File: config.mk
export PLATFORM = sky130hd
export DESIGN_NAME = tff_edge_counter
export DESIGN_NICKNAME = d
export VERILOG_FILES = /design/src/rtl/tff_edge_counter.sv
export SDC_FILE = /design/constraint.sdc
export NUM_CORES = 1
export LEC_CHECK = 0
export ABC_CLOCK_PERIOD_IN_PS = 3800
export CAP_MARGIN = 25
export CELL_PAD_IN_SITES_DETAIL_PLACEMENT = 1
export CELL_PAD_IN_SITES_GLOBAL_PLACEMENT = 2
export CORE_MARGIN = 1
export CORE_UTILIZATION = 40
export DETAILED_ROUTE_END_ITERATION = 8
export DONT_BUFFER_PORTS = 1
export GPL_TIMING_DRIVEN = 0
export PLACE_DENSITY = 0.88
export REMOVE_ABC_BUFFERS = 1
export SLEW_MARGIN = 20
export SYNTH_ARGS = -nofsm -noshare
export SYNTH_HDL_FRONTEND = slang
export SYNTH_SLANG_ARGS = --single-unit
File: constraint.sdc
create_clock -name clk -period 3.8 [get_ports clk]
set_input_delay 0.57 -clock clk [delete_from_list [all_inputs] [get_ports clk]]
set_output_delay 0.57 -clock clk [all_outputs]
set_load 0.005 [all_outputs]
File: src/rtl/tff_edge_counter.sv
// Edge counter on the A0 output of the toggle flip-flop stage: counts qualified
// edges up to a compare value sampled at start, then parks in DONE.
module tff_edge_counter #(
    parameter int unsigned WIDTH = 8
) (
    input  logic             clk,
    input  logic             rst,
    input  logic             A0,
    input  logic             start,
    input  logic             stop,
    input  logic [1:0]       mode,
    input  logic [WIDTH-1:0] cmp,
    output logic [WIDTH-1:0] count,
    output logic             edge_pulse,
    output logic             busy,
    output logic             done,
    output logic             ovf
);

    typedef enum logic [1:0] {
        IDLE  = 2'b00,
        COUNT = 2'b01,
        DONE  = 2'b10
    } state_t;

    localparam logic [WIDTH-1:0] ONE = {{(WIDTH-1){1'b0}}, 1'b1};

    state_t           state_q, state_d;
    logic [WIDTH-1:0] count_q, count_d;
    logic [WIDTH-1:0] cmp_q, cmp_d;
    logic             ovf_q, ovf_d;
    logic             a0_q, primed_q, pulse_q, busy_q, done_q;
    logic             rise, fall, q_edge;

    // primed masks the first cycle after reset, when a0_q does not yet reflect A0
    always_comb begin
        rise = primed_q & A0 & ~a0_q;
        fall = primed_q & ~A0 & a0_q;
        unique case (mode)
            2'b00:   q_edge = rise;
            2'b01:   q_edge = fall;
            2'b10:   q_edge = rise | fall;
            default: q_edge = 1'b0;
        endcase
    end

    always_comb begin
        state_d = state_q;
        count_d = count_q;
        cmp_d   = cmp_q;
        ovf_d   = ovf_q;
        if (start) begin
            state_d = COUNT;
            count_d = '0;
            ovf_d   = 1'b0;
            cmp_d   = cmp;
        end else if (stop && (state_q != IDLE)) begin
            state_d = IDLE;
        end else if ((state_q == COUNT) && q_edge) begin
            count_d = count_q + ONE;
            if (count_q == '1) begin
                ovf_d = 1'b1;
            end
            // cmp_q == 0 naturally terminates only after a full wrap
            if (count_d == cmp_q) begin
                state_d = DONE;
            end
        end
    end

    always_ff @(posedge clk or posedge rst) begin
        if (rst) begin
            state_q  <= IDLE;
            count_q  <= '0;
            cmp_q    <= '0;
            ovf_q    <= 1'b0;
            a0_q     <= 1'b0;
            primed_q <= 1'b0;
            pulse_q  <= 1'b0;
            busy_q   <= 1'b0;
            done_q   <= 1'b0;
        end else begin
            state_q  <= state_d;
            count_q  <= count_d;
            cmp_q    <= cmp_d;
            ovf_q    <= ovf_d;
            a0_q     <= A0;
            primed_q <= 1'b1;
            pulse_q  <= q_edge;
            busy_q   <= (state_d == COUNT);
            done_q   <= (state_d == DONE);
        end
    end

    assign count      = count_q;
    assign edge_pulse = pulse_q;
    assign busy       = busy_q;
    assign done       = done_q;
    assign ovf        = ovf_q;

endmodule

==> impl_metrics.sql <==
INSERT INTO impl_metrics (metric_group, metric, value, unit) VALUES
('yosys', 'async_reset_ff_share', '100.0', '%'),
('yosys', 'yosys_register_bits', '24', ''),
('floorplan', 'core_box_area', '2853', 'sq um'),
('placement', 'gp_routability_congestion', '0.7918', ''),
('yosys', 'synth_top_flop_cell', 'dfrtp_1', ''),
('global_routing', 'grt_start_max_net_pins', '25', ''),
('clocking', 'tritoncts', 'yes', ''),
('worst_setup_path', 'crit_family', 'compound AO/OA/AOI/OAI gates', ''),
('worst_setup_path', 'worst_path_max_delay_cell', 'dfrtp_1', ''),
('worst_setup_path', 'rr_endpoint', 'state_q[0]', ''),
('floorplan', 'core.rowCount', '19', ''),
('cells_and_area', 'layout_utilization', '45.39', '%'),
('run_status', 'outcome', 'finished clean', ''),
('route', 'detailroute.via_count', '845', ''),
('worst_setup_path', 'cpPeakStageDelay', '0.50', 'ns'),
('clocking', 'cts_resized', '0', ''),
('worst_setup_path', 'rr_worst_depth', '6', ''),
('route', 'vias_per_cell', '5.909', ''),
('sta', 'final_min_period_over_clock_period', '59.70', '%'),
('cells_and_area', 'share_of_final_layout_standard_cells_stronger_than_drive_strength_1', '14.29', '%'),
('worst_setup_path', 'reg2reg_slack', '1.53', 'ns'),
('yosys', 'post_synth.cell_area_avg', '11.15', 'sq um'),
('power', 'internal_power', '0.3275', 'mW'),
('worst_setup_path', 'timing.rr.start', 'count[0]', ''),
('worst_setup_path', 'worstPathBufferInverterCount', '0', ''),
('sta', 'final_hold_viol_count', '0', ''),
('power', 'p_total', '0.4329', 'mW'),
('clocking', 'cts_hold_buf', '0', ''),
('cells_and_area', 'layout.nets', '130', ''),
('yosys', 'netlist-cell-type-count', '39', ''),
('power', 'p_sw_share', '24.36', '%'),
('worst_setup_path', 'worstSetupStartpointType', 'register', ''),
('sta', 'final.setup_skew', '0.0009890', 'ns'),
('worst_setup_path', 'worst-endpoint-required', '4.00', 'ns'),
('floorplan', 'die_area', '3349', 'sq um'),
('power', 'switchingPower', '0.1055', 'mW'),
('route', 'drc_errors', '0', ''),
('power', 'power.leakage', '0.5466', 'nW'),
('cells_and_area', 'insertedDiodeCount', '0', ''),
('sta', 'highest_attainable_clock_frequency', '0.4408', 'GHz'),
('global_routing', 'gr-usage-all-layers', '16.88', '%'),
('worst_setup_path', 'crit_type', 'reg2reg', ''),
('yosys', 'netlist_instances', '112', ''),
('global_routing', 'antenna_found_initial', '0', ''),
('global_routing', 'vias_in_the_first_global_route', '896', ''),
('route', 'detailedRoute.firstIterationViolations', '18', ''),
('cells_and_area', 'syn_to_final_growth', '3.707', '%'),
('sta', 'final.hold.worst_slack', '0.1103', 'ns'),
('yosys', 'synth-edff-count', '0', ''),
('route', 'wl_per_cell', '17.52', 'um'),
('clocking', 'clk_pin_slew', '0.13', 'ns'),
('placement', 'hpwlAfterDp', '1838', 'um'),
('cells_and_area', 'final_common_cell', 'dfrtp_1', ''),
('min_path', 'hold_class', 'in2async', ''),
('worst_setup_path', 'maximum_fanout_encountered_on_the_critical_timing_path', '7', ''),
('clocking', 'clkLatencyLatePin', '0.31', 'ns'),
('sta', 'rsz_0062_raised_after_global_routing', 'no', ''),
('run', 'cap_viol_max_count', '0', ''),
('sta', 'setup_total_negative_slack', '0', 'ns'),
('clocking', 'cts_num_sinks', '24', ''),
('placement', 'placement.io_buffers', '0', ''),
('floorplan', 'floorplan.initialDensity', '43.77', '%'),
('yosys', 'post_synthesis_instance_area', '1249', 'sq um'),
('power', 'clockPowerShare', '25.7', '%'),
('clocking', 'ctsLongestPathBuffers', '2', ''),
('worst_setup_path', 'cp_cell_sequence', 'ha_1, xor2_1, nor4b_1, nand4_1, a2111oi_4, o21bai_1', ''),
('worst_setup_path', 'critPathArrivalTime', '2.47', 'ns'),
('route', 'antenna_violating_nets_post_route', '0', ''),
('clocking', 'cts_inserted_buffers', '3', ''),
('sta', 'setup_viol', '0', ''),
('yosys', 'synth_sequential_area_ratio', '48.10', '%');
[worst max path at each step]
| stage | startpoint | endpoint | slack [ns] | cells past startpoint |
|---|---|---|---|---|
| final | count[0] | state_q[0] | 1.53 | 6 |
| after global routing | count[0] | busy | 1.44 | 6 |
| after CTS | count[0] | state_q[0] | 1.53 | 6 |
| after detailed placement | count[0] | state_q[0] | 1.55 | 6 |
| after global placement | count[0] | busy | 1.59 | 6 |
| after floorplan | count[0] | busy | 1.84 | 6 |
[worst reg2reg max path: stages (launching register included)]
cell and delay, ns:
dfrtp_1 0.50, ha_1 0.36, xor2_1 0.17, nor4b_1 0.30, nand4_1 0.22, a2111oi_4 0.49, o21bai_1 0.11
[power by group through the flow]
stage,sequential [mW],clock [mW],combinational [mW]
finish,0.277,0.111,0.0446
detailed placement,0.282,0,0.0435
CTS,0.277,0.117,0.0436
global route,0.279,0.125,0.0499
global placement,0.281,0,0.0417
floorplan,0.279,0,0.0372
[registers in the layout, summed over array words and instances (netlist names)]
register    cells
edge_pulse      1
ovf             1
cmp_q           8
done            1
a0_q            1
state_q         2
count           8
primed_q        1
busy            1
[stage by stage]
step,worst slack [ns],area [sq um],cells
4_1_cts,1.527,1280,142
6_report,1.532,1295,143
5_1_grt,1.439,1295,143
3_3_place_gp,1.594,1257,139
2_1_floorplan,1.840,1219,108
3_5_place_dp,1.547,1257,139
[Yosys cell counts, types with 2 or more instances]
library cell	n	area share [%]
o21bai_1	2	1.2
mux2_2	8	7.2
nor2_1	13	3.9
dfrtp_1	24	48
nor4b_1	2	1.4
and3_1	2	1.0
inv_1	4	1.2
nand4_1	9	4.5
o21a_1	2	1.2
and2_1	2	1.0
xnor2_1	8	5.6
o21ai_0	2	0.80
xor2_1	8	5.6
[final cells by class]
type / instances / area [sq um]
Fill cell: 323 / 1558
Timing Repair Buffer: 1 / 15.01
Inverter: 4 / 15.01
Clock buffer: 3 / 22.52
Multi-Input combinational cell: 80 / 603.1
Sequential cell: 24 / 600.6
Tap cell: 31 / 38.79
[cells by family (layout without fill, tap and decap cells)]
family / Yosys count / count (layout) / synth area share [%]
xor+xnor: 16 / 16 / 11.22
flops: 24 / 24 / 48.10
simple gates: 38 / 38 / 17.43
other cells: 1 / 1 / 0.3003
mux: 9 / 9 / 8.016
compound gates: 15 / 15 / 10.32
buf+inv: 8 / 8 / 3.607
fa+ha+maj: 1 / 1 / 1.002
[routing by layer]
metal | routed length (um) | GRT usage [%] | up-vias
met5 | 0 | 0 | -
met4 | 37 | 7.143 | 0
met3 | 120 | 3.571 | 5
met2 | 1169 | 26.44 | 18
met1 | 1178 | 22.73 | 429
li1 | - | - | 393
Power figures use the tool's default switching activity.
